--- src/rtl/fetch_unit.sv ---
// fetch_unit: PC owner issuing word-aligned imem fetches, buffering {pc, instr} for decode, with redirect flush.
// Ports: i_Clk/i_Rst_n (async active-low); imem o_ImemReq/o_ImemAddr/i_ImemGnt/i_ImemRvalid/i_ImemRdata;
// decode o_InstrValid/o_Instr/o_InstrPc/i_InstrReady; redirect i_Redirect/i_RedirectPc;
// o_FetchCnt (consumed-instruction counter) present only when IFETCH_PERF_EN is defined.
module fetch_unit #(
  parameter logic [31:0] RESET_PC = 32'h0000_0000,
  parameter int          DEPTH    = 2
) (
  input  logic        i_Clk,
  input  logic        i_Rst_n,
  output logic        o_ImemReq,
  output logic [31:0] o_ImemAddr,
  input  logic        i_ImemGnt,
  input  logic        i_ImemRvalid,
  input  logic [31:0] i_ImemRdata,
  output logic        o_InstrValid,
  output logic [31:0] o_Instr,
  output logic [31:0] o_InstrPc,
  input  logic        i_InstrReady,
  input  logic        i_Redirect,
`ifdef IFETCH_PERF_EN
  input  logic [31:0] i_RedirectPc,
  output logic [31:0] o_FetchCnt
`else
  input  logic [31:0] i_RedirectPc
`endif
);
  localparam int AW = $clog2(DEPTH);
  localparam int CW = AW + 1;
  typedef enum logic [1:0] {S_BOOT, S_RUN, S_FLUSH} state_t;
  state_t        r_State;
  logic [31:0]   r_Pc;
  logic [CW-1:0] r_Outst, r_Discard, r_Cnt;
  logic [AW-1:0] r_Rd, r_Wr, r_TagRd, r_TagWr;
  logic [31:0]   r_FifoPc [DEPTH];
  logic [31:0]   r_FifoInstr [DEPTH];
  logic [31:0]   r_Tag [DEPTH];
  logic          w_Deq, w_Pop, w_Fire, w_Drop, w_Live, w_Push;
  logic [CW:0]   w_Credit;
  logic [CW-1:0] w_OutstLeft, w_OutstNext, w_DiscardNext;
  logic          w_unused;
  assign w_unused     = ^i_RedirectPc[1:0];
  assign o_InstrValid = r_Cnt != '0;
  assign o_Instr      = r_FifoInstr[r_Rd];
  assign o_InstrPc    = r_FifoPc[r_Rd];
  assign o_ImemAddr   = r_Pc;
  // The credit uses the raw handshake; a redirect only cancels the pop's effect on the buffer.
  assign w_Deq    = o_InstrValid && i_InstrReady;
  assign w_Pop    = w_Deq && !i_Redirect;
  assign w_Credit = (CW+1)'(r_Outst) + (CW+1)'(r_Cnt) - (CW+1)'(w_Deq);
  assign o_ImemReq = (r_State == S_RUN) && (w_Credit < (CW+1)'(DEPTH));
  assign w_Fire = o_ImemReq && i_ImemGnt;
  assign w_Drop = i_ImemRvalid && (r_Discard != '0);
  assign w_Live = i_ImemRvalid && (r_Discard == '0);
  assign w_Push = w_Live && !i_Redirect;
  // A live response returning in the redirect cycle is already gone, so it is not counted as stale.
  assign w_OutstLeft   = r_Outst - CW'(w_Live);
  assign w_OutstNext   = i_Redirect ? '0 : w_OutstLeft + CW'(w_Fire);
  assign w_DiscardNext = r_Discard - CW'(w_Drop) + (i_Redirect ? w_OutstLeft + CW'(w_Fire) : '0);
  always_ff @(posedge i_Clk or negedge i_Rst_n) begin
    if (!i_Rst_n) begin
      r_State   <= S_BOOT;
      r_Pc      <= RESET_PC;
      r_Outst   <= '0;
      r_Discard <= '0;
      r_Cnt     <= '0;
      r_Rd      <= '0;
      r_Wr      <= '0;
      r_TagRd   <= '0;
      r_TagWr   <= '0;
      for (int i = 0; i < DEPTH; i++) begin
        r_FifoPc[i]    <= RESET_PC;
        r_FifoInstr[i] <= 32'h0000_0013;
        r_Tag[i]       <= '0;
      end
    end else begin
      // FLUSH holds exactly while stale responses are still owed.
      r_State   <= (w_DiscardNext != '0) ? S_FLUSH : S_RUN;
      r_Outst   <= w_OutstNext;
      r_Discard <= w_DiscardNext;
      r_Pc      <= i_Redirect ? {i_RedirectPc[31:2], 2'b00} : r_Pc + (w_Fire ? 32'd4 : 32'd0);
      if (w_Fire && !i_Redirect) begin
        r_Tag[r_TagWr] <= r_Pc;
        r_TagWr        <= r_TagWr + AW'(1);
      end
      r_TagRd <= i_Redirect ? r_TagWr : r_TagRd + AW'(w_Push);
      if (w_Push) begin
        r_FifoPc[r_Wr]    <= r_Tag[r_TagRd];
        r_FifoInstr[r_Wr] <= i_ImemRdata;
      end
      r_Wr  <= r_Wr + AW'(w_Push);
      r_Rd  <= i_Redirect ? r_Wr : r_Rd + AW'(w_Pop);
      r_Cnt <= i_Redirect ? '0 : r_Cnt + CW'(w_Push) - CW'(w_Pop);
    end
  end
`ifdef IFETCH_PERF_EN
  always_ff @(posedge i_Clk or negedge i_Rst_n) begin
    if (!i_Rst_n) o_FetchCnt <= '0;
    else if (w_Pop) o_FetchCnt <= o_FetchCnt + 32'd1;
  end
`endif
  a_no_overflow: assert property (@(posedge i_Clk) disable iff (!i_Rst_n)
    !(w_Push && !w_Pop && r_Cnt == CW'(DEPTH)));
endmodule

--- config.mk ---
export PLATFORM = sky130hd
export DESIGN_NAME = fetch_unit
export DESIGN_NICKNAME = d
export VERILOG_FILES = /design/src/rtl/fetch_unit.sv
export SDC_FILE = /design/constraint.sdc
export NUM_CORES = 1
export LEC_CHECK = 0
export CAP_MARGIN = 20
export CORE_MARGIN = 5
export CORE_UTILIZATION = 35
export DETAILED_ROUTE_END_ITERATION = 12
export PLACE_DENSITY = 0.67
export REMOVE_ABC_BUFFERS = 1
export SYNTH_ARGS = -nofsm -noshare
export SYNTH_HDL_FRONTEND = slang
export SYNTH_SLANG_ARGS = --single-unit
export TNS_END_PERCENT = 5
--- constraint.sdc ---
create_clock -name i_Clk -period 5.6 [get_ports i_Clk]
set_input_delay 1.68 -clock i_Clk [delete_from_list [all_inputs] [get_ports i_Clk]]
set_output_delay 1.68 -clock i_Clk [all_outputs]
set_load 0.01 [all_outputs]
# Word-level counts from Yosys, hierarchy flattened
# Cells that the tools add are included.
# Widths: inputs -> output; s select.
[word_totals]
reg_bits = 236
out_inout_bits = 98
elab_cells = 79
[op_classes]
n_addsub = 13
n_lt_le_gt_ge = 7
n_eq_ne = 1
mux = 24
bitwise_logic = 4
n_reduce_logical = 15
[op_table]
columns = ["op", "count"]
rows = [
  ["$mux 32", 12],
  ["$bwmux 64", 3],
  ["$demux 32 s1", 2],
  ["$add 32x3->32", 1],
  ["$logic_and 1x1->1", 10],
  ["$ge 2x2->1 const B", 4],
  ["$mux 2", 4],
  ["$not 1->2", 4],
  ["$reduce_bool 2->1", 3],
  ["$sub 2x1->2", 3],
  ["$add 2x1->2", 2],
  ["$lt 2x1->1 const B", 2],
  ["$add 1x1->1", 3],
  ["$add 2x2->3", 1],
  ["$lt 3x2->1 const B", 1],
  ["$mux 3", 1],
  ["$sub 3x1->3", 1],
  ["$add 2x2->2", 1],
  ["$eq 2x1->1 const B", 1],
  ["$logic_not 2->1", 1],
  ["$mux 1", 2],
  ["$add 1x1->1 const B", 1],
  ["$logic_not 1->1", 1],
]

# Longest topological paths before layout
[depth]
word_depth = 11
mapped_depth = 19

# Worst setup path before layout
# Ideal clock, no wire load.
[synth_path]
path_kind = "input port to flip-flop"
startpoint = "input port i_InstrReady"
endpoint = "register r_State[1]"
arrival_ps = 5188
required_ps = 5473
slack_ps = 284
cell_stages = 18
n_path_buf = 0
cell_sequence = "nand2_1 -> inv_1 -> ha_1 -> nand2b_1 -> fa_1 -> xnor2_1 -> or4b_2 -> ha_1 -> inv_1 -> ha_1 -> nand2_1 -> ha_1 -> inv_1 -> ha_1 -> xnor2_1 -> xnor2_1 -> xnor2_1 -> or2_2"
[synth_between]
elab_chain_len = 10
[synth_rtl]
columns = ["element", "line", "source"]
rows = [
  ["start: declaration", "19", "input logic i_InstrReady,"],
  ["$logic_and 1x1->1", "48", "assign w_Deq = o_InstrValid && i_InstrReady;"],
  ["$sub 3x1->3", "50", "assign w_Credit = (CW+1)'(r_Outst) + (CW+1)'(r_Cnt) - (CW+1)'(w_Deq);"],
  ["$lt 3x2->1", "51", "assign o_ImemReq = (r_State == S_RUN) && (w_Credit < (CW+1)'(DEPTH));"],
  ["$logic_and 1x1->1", "51", ""],
  ["$logic_and 1x1->1", "52", "assign w_Fire = o_ImemReq && i_ImemGnt;"],
  ["$add 2x1->2", "59", "assign w_DiscardNext = r_Discard - CW'(w_Drop) + (i_Redirect ? w_OutstLeft + CW'(w_Fire) : '0);"],
  ["$mux 2", "59", ""],
  ["$add 2x2->2", "59", ""],
  ["named net w_DiscardNext[1]", "40", "logic [CW-1:0] w_OutstLeft, w_OutstNext, w_DiscardNext;"],
  ["$reduce_bool 2->1", "78", "r_State <= (w_DiscardNext != '0) ? S_FLUSH : S_RUN;"],
  ["$mux 2", "78", ""],
  ["end signal: assignment", "78", ""],
  ["end: declaration", "31", "state_t r_State;"],
]
# The timed path passes the listed nets, and every way through them passes these cells.
# A chain may end at the register's enable or synchronous reset.

# Worst setup path after layout
[layout_path]
startpoint = "input port i_InstrReady"
endpoint = "output port o_ImemReq"
[layout_between]
elab_chain_len = 4
[layout_rtl]
columns = ["element", "line", "source"]
rows = [
  ["$logic_and 1x1->1", "48", ""],
  ["$sub 3x1->3", "50", ""],
  ["$lt 3x2->1", "51", ""],
  ["$logic_and 1x1->1", "51", ""],
  ["end: declaration", "11", "output logic o_ImemReq,"],
]
# No other way between the ends.

==> impl_metrics.ini <==
[status]
status = complete, no violations

[min_path]
min_delay_path_depth = 1
min_from = r_Tag[36]
hold_path.class = reg2reg

[floorplan]
dieArea_mm2 = 0.0326
start_util_pct = 35.5
design.core.area_mm2 = 0.0287
rows = 62
ios = 168
die_h_um = 181
fp.dieW_um = 181

[routing]
drt-vias-per-instance = 4.88
routedWlPerCell_um = 17.4
detail-route-antenna-nets = 0
drtIter0Drc = 269
dr_total_vias = 6746
dr.pass1.iters = 6
drc = 0
wl_um = 24000

[sta]
worst_pin_slew_ns = 1.07
fin_ws_ns = 0.203
min_period_ns = 5.40
slew_headroom_pct = 28.4
fin_skew_ns = 0.0182
max_freq_mhz = 185
rsz0062_at_grt = false
finalCritPeriodShare_pct = 96.4
setup_violations = 0
finalHoldViolCount = 0
maxSlewViolCount = 0

[synthesis]
synth_warnings = 0
ys_seq_area_share_pct = 55.6
synth_top_cell_by_area = dfrtp_1
syn_area_mm2 = 0.0102
ys.flop_type = dfrtp_1
synthesis.area_per_instance_um2 = 12.4
yosysMostFrequentCell = dfrtp_1
synthCells = 824
postSynth.asyncResetShare_pct = 100
synth-edff-count = 0
netlist_top_cells_area = dfrtp_1, mux2_2, a21oi_1
yosys-top-cells-count = dfrtp_1, mux2_2, nor2_1
ys_ff_latch = 226
synth_cell_types = 48
synth_top_cell_area_share_pct = 54.1

[finish]
register_area_mm2 = 0.00567
layout.nets = 1064
design_area_mm2 = 0.0130
area_growth_syn_to_layout_pct = 27.7
antenna_cells = 0
fillers = 2615
drive_above_1_share_pct = 26.5
multiInputGateArea_mm2 = 0.00423
fin_util_pct = 45.3

[power]
swShare_pct = 30.1
intPower_mw = 4.71
combPwrFrac_pct = 36.1
p_leak_nw = 5.56
peakVddDrop_uv = 230
power.density_mw_per_mm2 = 519
pwr-share-seq_pct = 41.3
total_power_mw = 6.75
p_sw_mw = 2.03
clockPowerShare_pct = 22.6

[global_route]
grt_overflow = 0
grt_pass1_vias = 7171
antenna_found_initial = 0
grt_max_degree = 118
grt_pass1_wl_um = 39600
grt.total_usage_pct = 14.7

[clock_network]
htree_levels = 1
clock-root-buffer = clkbuf_16
clk_pin_slew_ns = 0.06
clock_latency_ns = 0.52
clock_path_buffers = 3
cts_tree = done
clkSinkCount = 226
numCtsBuffers = 25

[place]
routabilityCongestion = 0.757
hpwl_um = 15400
io_buffers = 161
place_worst_setup_slack_ns = -0.289
place_area_mm2 = 0.0122

[worst_setup_path]
critPathLaunch = i_InstrReady
r2r_start = r_Cnt[1]
critPathCaptureType = output port
cp_data_required_time_ns = 3.92
critPathKind = in2out
startpoint_type = input pin
cp.arrival_ns = 3.72
r2r_cells = 19
cp_max_fo = 2

[job]
cap_violations = 0
final timing paths:
kind / to / slack, ns
max: o_ImemReq / 0.20
min: r_Tag[36] / 0.48
max reg2reg: r_State[1] / 1.11
min reg2reg: r_Tag[36] / 0.48
max in group asynchronous: r_FifoInstr[1] / 3.42
min in group asynchronous: r_FifoInstr[58] / 1.19
power by group through the flow:
| stage | sequential, mW | combinational (mW) | clock, mW |
|---|---|---|---|
| floorplan | 2.66 | 1.45 | 0 |
| global placement | 2.78 | 2.40 | 0 |
| detailed placement | 2.82 | 2.44 | 0 |
| CTS | 2.79 | 2.46 | 1.59 |
| global route | 2.88 | 2.68 | 1.65 |
| finish | 2.79 | 2.43 | 1.53 |
worst max-delay path, stage by stage:
cell             delay, ns
clkdlybuf4s50_1       0.46
nand2_1               0.07
inv_1                 0.06
ha_1                  0.21
nand2b_1              0.17
fa_1                  0.40
xnor2_1               0.16
nor3_2                0.21
dlygate4sd2_1         0.30
layout make-up:
cell class / instances / area share [%]
well taps: 384 / 3.70
clock inverters: 3 / 0.144
flip-flops and latches: 226 / 43.6
repair buffers: 181 / 13.9
multi-input cells: 532 / 32.6
clock buffers: 40 / 5.71
inverters: 15 / 0.433
stage by stage:
stage,hold slack (ns),cells,setup TNS (ns)
floorplan,0.457,773,0
global placement,0.467,1337,-1.34
detailed placement,0.477,1337,-2.52
CTS,0.491,1380,0
global route,0.504,1381,0
finish,0.485,1381,0
per-layer routing:
metal / vias to the layer above / wire length [um] / track usage (%) / part of all wire [%]
met3: 37 / 1210 / 3.23 / 5.0
met2: 160 / 11200 / 24.2 / 47
li1: 3222 / - / - / -
met4: 0 / 421 / 3.12 / 1.8
met5: - / 0 / 0 / 0
met1: 3327 / 11200 / 20.1 / 47
layout by cell type, fill, tap and decap left out, drive strengths merged, types with 2 or more instances in the layout:
cell type and count:
clkinv 3, o31ai 10, nand4 8, nand3 11
or2 3, clkbuf 40, mux2 188, mux2i 30
inv 15, conb 4, nand2 30, clkdlybuf4s50 159
buf 21, a31oi 16, a21oi 60, nor2b 2
nor2 80, or4 12, dfstp 6, xor2 9
or3 7, o21ai 21, nor3 3, ha 12
and3 4, dfrtp 220, and4 2, xnor2 11
nand2b 2
sequential cells by signal, summed over array words and instances, names as in the netlist:
signal and flops:
r_Tag 60, r_TagRd 1, r_FifoPc 60, o_ImemAddr 30, r_FifoInstr 64, r_Wr 1, r_Cnt 2, r_Discard 2
r_State 2, r_Rd 1, r_TagWr 1, r_Outst 2
kinds of logic (layout without fill, tap and decap cells):
kind of cell / Yosys count / in the layout / synth area share [%]
other: 1 / 4 / 0.0368
XOR/XNOR: 21 / 21 / 1.95
AO/OA/AOI/OAI: 108 / 108 / 5.78
multiplexers: 218 / 218 / 23.7
flip-flops: 226 / 226 / 55.6
AND/OR/NAND/NOR: 168 / 168 / 7.91
buffers and inverters: 69 / 239 / 3.28
adder cells (fa/ha/maj): 13 / 13 / 1.67
timing repair:
| item | 4_1_cts | 5_1_grt |
|---|---|---|
| resized for setup | 2 | 0 |
| hold endpoints to repair | 0 | 0 |
| hold buffers | 0 | 0 |
| setup buffers | 0 | 1 |
| setup endpoints to repair | 1 | 1 |
| pin swaps | 0 | 1 |
(Power assumes the default switching activity.)
